`src/rtl/keypad_scanner.sv`:
```
// keypad_scanner -- column-scanning decoder for a Pmod KYPD 4x4 keypad.
//
// Drives one column low at a time, waits for the lines to settle, samples the
// synchronized rows and debounces both the press and the release of the first
// key found. An accepted press gives a one-cycle key_valid strobe. key_code
// holds the mapped hex value of that key until the next strobe. key_down stays
// high while the key is held.
//
// Optional feature: define KYPD_REPEAT_EN to enable auto-repeat. While a key
// stays held, key_valid pulses again every REPEAT_CYC cycles.
//
// Ports:
//   clk        in   system clock, rising edge
//   rst_n      in   asynchronous active-low reset
//   row_n[3:0] in   keypad rows, pulled up, low = pressed
//   col_n[3:0] out  column drives, exactly one bit low
//   key_valid  out  one-cycle strobe per accepted keypress (or repeat)
//   key_code   out  hex code of the last accepted key
//   key_down   out  high while the accepted key is held
module keypad_scanner #(
    parameter int SETTLE_CYC   = 1000,
    parameter int DEBOUNCE_CYC = 2000000,
    parameter int REPEAT_CYC   = 50000000
) (
    input  logic       clk,
    input  logic       rst_n,
    input  logic [3:0] row_n,
    output logic [3:0] col_n,
    output logic       key_valid,
    output logic [3:0] key_code,
    output logic       key_down
);

    localparam int SW = (SETTLE_CYC   > 1) ? $clog2(SETTLE_CYC + 1)   : 1;
    localparam int DW = (DEBOUNCE_CYC > 1) ? $clog2(DEBOUNCE_CYC + 1) : 1;

    typedef enum logic [1:0] {
        ST_SCAN     = 2'd0,
        ST_DEBOUNCE = 2'd1,
        ST_HELD     = 2'd2,
        ST_RELEASE  = 2'd3
    } state_t;

    state_t        state_r, state_s;
    logic [3:0]    row_meta_r, row_sync_r;
    logic [1:0]    col_r, col_s;
    logic [1:0]    row_sel_r, row_sel_s;
    logic [SW-1:0] settle_cnt_r, settle_s;
    logic [DW-1:0] deb_cnt_r, deb_s;
    logic [3:0]    col_n_r;
    logic          key_valid_r, valid_s;
    logic [3:0]    key_code_r, code_s;
    logic          key_down_r, down_s;
    logic [3:0]    row_low_s;
    logic          sel_low_s;

`ifdef KYPD_REPEAT_EN
    localparam int RW = (REPEAT_CYC > 1) ? $clog2(REPEAT_CYC + 1) : 1;
    logic [RW-1:0] rep_cnt_r, rep_s;
`endif

    // Hex value of the key at (row, column).
    function automatic logic [3:0] map_key(input logic [1:0] r, input logic [1:0] c);
        logic [3:0] code;
        case ({r, c})
            4'b0000: code = 4'h1;
            4'b0001: code = 4'h2;
            4'b0010: code = 4'h3;
            4'b0011: code = 4'hA;
            4'b0100: code = 4'h4;
            4'b0101: code = 4'h5;
            4'b0110: code = 4'h6;
            4'b0111: code = 4'hB;
            4'b1000: code = 4'h7;
            4'b1001: code = 4'h8;
            4'b1010: code = 4'h9;
            4'b1011: code = 4'hC;
            4'b1100: code = 4'h0;
            4'b1101: code = 4'hF;
            4'b1110: code = 4'hE;
            4'b1111: code = 4'hD;
            default: code = 4'h0;
        endcase
        return code;
    endfunction

    // Active-low drive pattern for a column index.
    function automatic logic [3:0] col_decode(input logic [1:0] c);
        logic [3:0] pat;
        case (c)
            2'd0:    pat = 4'b1110;
            2'd1:    pat = 4'b1101;
            2'd2:    pat = 4'b1011;
            2'd3:    pat = 4'b0111;
            default: pat = 4'b1110;
        endcase
        return pat;
    endfunction

    // Lowest-index pressed row wins when several rows are low together.
    function automatic logic [1:0] lowest_row(input logic [3:0] low);
        logic [1:0] r;
        if (low[0]) begin
            r = 2'd0;
        end else if (low[1]) begin
            r = 2'd1;
        end else if (low[2]) begin
            r = 2'd2;
        end else begin
            r = 2'd3;
        end
        return r;
    endfunction

    assign row_low_s = ~row_sync_r;
    assign sel_low_s = row_low_s[row_sel_r];

    // Next-state, counter and output logic of the scan/debounce FSM.
    always_comb begin
        state_s   = state_r;
        col_s     = col_r;
        row_sel_s = row_sel_r;
        settle_s  = settle_cnt_r;
        deb_s     = deb_cnt_r;
        valid_s   = 1'b0;
        code_s    = key_code_r;
        down_s    = key_down_r;
`ifdef KYPD_REPEAT_EN
        rep_s     = rep_cnt_r;
`endif
        case (state_r)
            ST_SCAN: begin
                if (settle_cnt_r >= SW'(SETTLE_CYC - 1)) begin
                    settle_s = '0;
                    if (|row_low_s) begin
                        row_sel_s = lowest_row(row_low_s);
                        deb_s     = '0;
                        state_s   = ST_DEBOUNCE;
                    end else begin
                        col_s = col_r + 2'd1;
                    end
                end else begin
                    settle_s = settle_cnt_r + SW'(1);
                end
            end
            ST_DEBOUNCE: begin
                if (!sel_low_s) begin
                    // Bounce: retry the same column from a fresh settle.
                    state_s  = ST_SCAN;
                    settle_s = '0;
                    deb_s    = '0;
                end else if (deb_cnt_r >= DW'(DEBOUNCE_CYC - 1)) begin
                    state_s = ST_HELD;
                    valid_s = 1'b1;
                    code_s  = map_key(row_sel_r, col_r);
                    down_s  = 1'b1;
                    deb_s   = '0;
`ifdef KYPD_REPEAT_EN
                    rep_s   = '0;
`endif
                end else begin
                    deb_s = deb_cnt_r + DW'(1);
                end
            end
            ST_HELD: begin
                if (!sel_low_s) begin
                    state_s = ST_RELEASE;
                    deb_s   = '0;
                end else begin
                    state_s = ST_HELD;
`ifdef KYPD_REPEAT_EN
                    if (rep_cnt_r >= RW'(REPEAT_CYC - 1)) begin
                        valid_s = 1'b1;
                        rep_s   = '0;
                    end else begin
                        rep_s = rep_cnt_r + RW'(1);
                    end
`endif
                end
            end
            ST_RELEASE: begin
                if (sel_low_s) begin
                    state_s = ST_HELD;
                    deb_s   = '0;
`ifdef KYPD_REPEAT_EN
                    rep_s   = '0;
`endif
                end else if (deb_cnt_r >= DW'(DEBOUNCE_CYC - 1)) begin
                    state_s  = ST_SCAN;
                    down_s   = 1'b0;
                    col_s    = col_r + 2'd1;
                    settle_s = '0;
                    deb_s    = '0;
                end else begin
                    deb_s = deb_cnt_r + DW'(1);
                end
            end
            default: begin
                state_s  = ST_SCAN;
                col_s    = 2'd0;
                settle_s = '0;
                deb_s    = '0;
            end
        endcase
    end

    // Row synchronizer, FSM state, counters and registered outputs.
    always_ff @(posedge clk or negedge rst_n) begin
        if (!rst_n) begin
            row_meta_r   <= 4'h0;
            row_sync_r   <= 4'h0;
            state_r      <= ST_SCAN;
            col_r        <= 2'd0;
            row_sel_r    <= 2'd0;
            settle_cnt_r <= '0;
            deb_cnt_r    <= '0;
            col_n_r      <= 4'b1110;
            key_valid_r  <= 1'b0;
            key_code_r   <= 4'h0;
            key_down_r   <= 1'b0;
`ifdef KYPD_REPEAT_EN
            rep_cnt_r    <= '0;
`endif
        end else begin
            row_meta_r   <= row_n;
            row_sync_r   <= row_meta_r;
            state_r      <= state_s;
            col_r        <= col_s;
            row_sel_r    <= row_sel_s;
            settle_cnt_r <= settle_s;
            deb_cnt_r    <= deb_s;
            col_n_r      <= col_decode(col_s);
            key_valid_r  <= valid_s;
            key_code_r   <= code_s;
            key_down_r   <= down_s;
`ifdef KYPD_REPEAT_EN
            rep_cnt_r    <= rep_s;
`endif
        end
    end

    assign col_n     = col_n_r;
    assign key_valid = key_valid_r;
    assign key_code  = key_code_r;
    assign key_down  = key_down_r;

endmodule
```
`config.mk`:
```
export PLATFORM = sky130hd
export DESIGN_NAME = keypad_scanner
export DESIGN_NICKNAME = d
export VERILOG_FILES = /design/src/rtl/keypad_scanner.sv
export SDC_FILE = /design/constraint.sdc
export NUM_CORES = 1
export LEC_CHECK = 0
export CORE_ASPECT_RATIO = 1.2
export CORE_UTILIZATION = 45
export CTS_BUF_LIST = sky130_fd_sc_hd__clkbuf_4 sky130_fd_sc_hd__clkbuf_8
export DETAILED_ROUTE_END_ITERATION = 8
export HOLD_SLACK_MARGIN = 0.06
export SKIP_CTS_REPAIR_TIMING = 1
export SLEW_MARGIN = 20
export SYNTH_ARGS = -nofsm -noshare
export SYNTH_HDL_FRONTEND = slang
export SYNTH_SLANG_ARGS = --single-unit
```
`constraint.sdc`:
```
create_clock -name clk -period 3.75 [get_ports clk]
set_input_delay 0.75 -clock clk [delete_from_list [all_inputs] [get_ports clk]]
set_output_delay 0.75 -clock clk [all_outputs]
set_load 0.03 [all_outputs]
```
==> results.cfg <==
[timing]
finalCritPeriodShare = 0.799
worst_pin_slew_ns = 1.03
tns_ns = 0
slew_headroom = 0.305
setup_viol = 0
fin_hold_ws_ns = 0.367
finalHoldViolations = 0
final-max-slew-violation-count = 0
finClkSkew_ns = 0.00476
rsz0062_at_grt = false
min_period_ns = 3.00
fmax_ghz = 0.334

[grt]
use_met1 = 0.234
grt_pass1_wl_mm = 10.6
top_usage_layer = met2
grt-ovfl-total = 0
first_global_vias = 2288
antenna_found_initial = 0
use_met3 = 0.0364
grt_use_total = 0.193
use_met2 = 0.333
grt_max_degree = 35

[clock_tree]
clk_pin_slew_ns = 0.10
cts_made_buffers = 5
htreeDepth = 2
cts_max_path_buffers = 2
root_buffer = clkbuf_8
clock_sinks = 55
cts_tree = built
clock_latency_ns = 0.31

[cells_and_area]
layout.cells.most_common_list = dfrtp_1 (52), o21ai_0 (38), nand2_1 (28)
final_cells = 414
antenna_cells = 0
n_fill_cell = 632
final_net_count = 344
final_util = 0.512
drive_gt1_frac = 0.0881
multi_input_area_um2 = 1420
final-seq-area_um2 = 1380
area_growth_pct = 10.8
layout_commonest_cell = dfrtp_1

[floorplanning]
die-area_um2 = 6910
die_h_um = 90.8
initial_core_util = 0.462
core_um2 = 6410
rows = 32
dieWidth_um = 76.0
io_pins = 16

[detailed_routing]
wl_mm = 6.11
drtAntennaViolNets = 0
drt_iter0_markers = 110
drc_errors = 0
avgRoutedWirePerCell_um = 14.8
first_pass_iters = 4
vias = 2329
avgViaCountPerCell = 5.63

[logic_synthesis]
synth_nets = 330
synth.distinct_cells = 51
synthCells = 314
synth_edf_count = 0
yosysSeqAreaShare = 0.466
yosys_warnings = 0
synth.top_cell.area_share = 0.440
synth-main-ff-cell = dfrtp_1
synthTopCellsByArea = dfrtp_1 (44%), o21ai_0 (6.4%), ha_1 (4.2%)
syn-cell-area_um2 = 2960
yosysTopAreaCell = dfrtp_1
ys_ff_latch = 55
async_reset_ff_frac = 1.00
synth.avg_cell_area_um2 = 9.42

[setup_path]
crit_arrival_ns = 3.22
critPathMaxFanout = 11
critical_path_class = flip-flop to flip-flop
required_ns = 3.98
crit_chain = nor4b_1 -> o311ai_0 -> a31oi_1 -> nor2_1 -> a311oi_1 -> inv_1 -> o21ai_0
startpoint_type = flip-flop
slowest_delay_ns = 0.78
slowest_stage = a31oi_1
rrSetupSlack_ns = 0.75
end_kind = flip-flop

[placement]
place_congestion = 0.815
place_inst = 406
io_buffers = 15
dp_hpwl_mm = 4.49

[power_and_ir_drop]
powerDensity_nw_per_um2 = 295
p_leak_nw = 1.38
finalPower_mw = 0.968
ir_drop_mv = 0.147

[run_status]
status = finished, final reports clean

[worst_hold_path]
hold_class = flip-flop to flip-flop

[job]
cap_violations = 0
[cell type report]
class	instances	area share
Multi-Input combinational cell	222	0.434
Sequential cell	55	0.421
Timing Repair Buffer	20	0.0557
Tap cell	85	0.0324
Inverter	24	0.0275
Clock buffer	5	0.0210
Clock inverter	3	0.00878
[cells in the mapped netlist, types with 2 or more instances]
cell / n
clkbuf_1: 9
nand3_1: 19
nor4_1: 4
nand2_1: 28
nor3_1: 6
nor2_1: 16
nor2b_1: 2
o21a_1: 5
nand2b_1: 2
o31ai_1: 7
nand4_1: 3
dfrtp_1: 52
and3_1: 8
a21oi_1: 16
and4_1: 3
ha_1: 10
a31oi_1: 4
mux2i_1: 10
or3_1: 12
mux4_2: 2
dfstp_2: 3
o21ai_0: 38
buf_6: 2
mux2_2: 3
inv_1: 24
[through the flow]
step	instance area [µm²]	setup WS [ns]
floorplan	2960	1.40
global placement	3180	0.877
detailed placement	3180	0.874
CTS	3280	0.765
global route	3280	0.362
finish	3280	0.753
[layer usage]
metal,vias up,share of wire
li1,1161,-
met1,1121,0.46
met2,37,0.50
met3,10,0.020
met4,0,0.026
met5,-,0
[report_power, final]
| part | leakage (nW) | switching [mW] | internal, mW | total [mW] |
|---|---|---|---|---|
| Combinational | 0.608 | 0.0151 | 0.00613 | 0.0212 |
| Clock | 0.0502 | 0.209 | 0.139 | 0.347 |
| Sequential | 0.725 | 0.00239 | 0.597 | 0.600 |
[final timing paths]
path / from / endpoint / depth (start not counted)
min: row_meta_r[1] / row_sync_r[1] / 0
max in group asynchronous: rst_n / settle_cnt_r[5] / 2
max reg2reg: deb_cnt_r[13] / col_n[3] / 7
min in group asynchronous: rst_n / key_code[3] / 1
max: deb_cnt_r[13] / col_n[3] / 7
min reg2reg: row_meta_r[1] / row_sync_r[1] / 0
[critical path, delay by kind of cell (launching register included)]
family	cells	cell delay, ns
buffers and inverters	1	0.14
flip-flops	1	0.47
AND/OR/NAND/NOR	2	0.65
AO/OA/AOI/OAI	4	1.64
[cells by family after synthesis]
logic type / Yosys count / share of synthesized area
AOI/OAI and AO/OA: 86 / 0.180
xor gates and xnor gates: 1 / 0.00296
adders and majority gates: 10 / 0.0423
buffers and inverters: 37 / 0.0529
DFF: 55 / 0.466
muxes: 15 / 0.0605
and+or+nand+nor: 110 / 0.195
[flip-flops by register name, indices dropped and copies added, names as in the netlist, named ones only]
signal        cells
deb_cnt_r        21
settle_cnt_r     10
col_n             4
key_code          4
row_meta_r        4
row_sync_r        4
col_r             2
row_sel_r         2
key_down          1
key_valid         1
state_r           1
(Power assumes the default switching activity.)
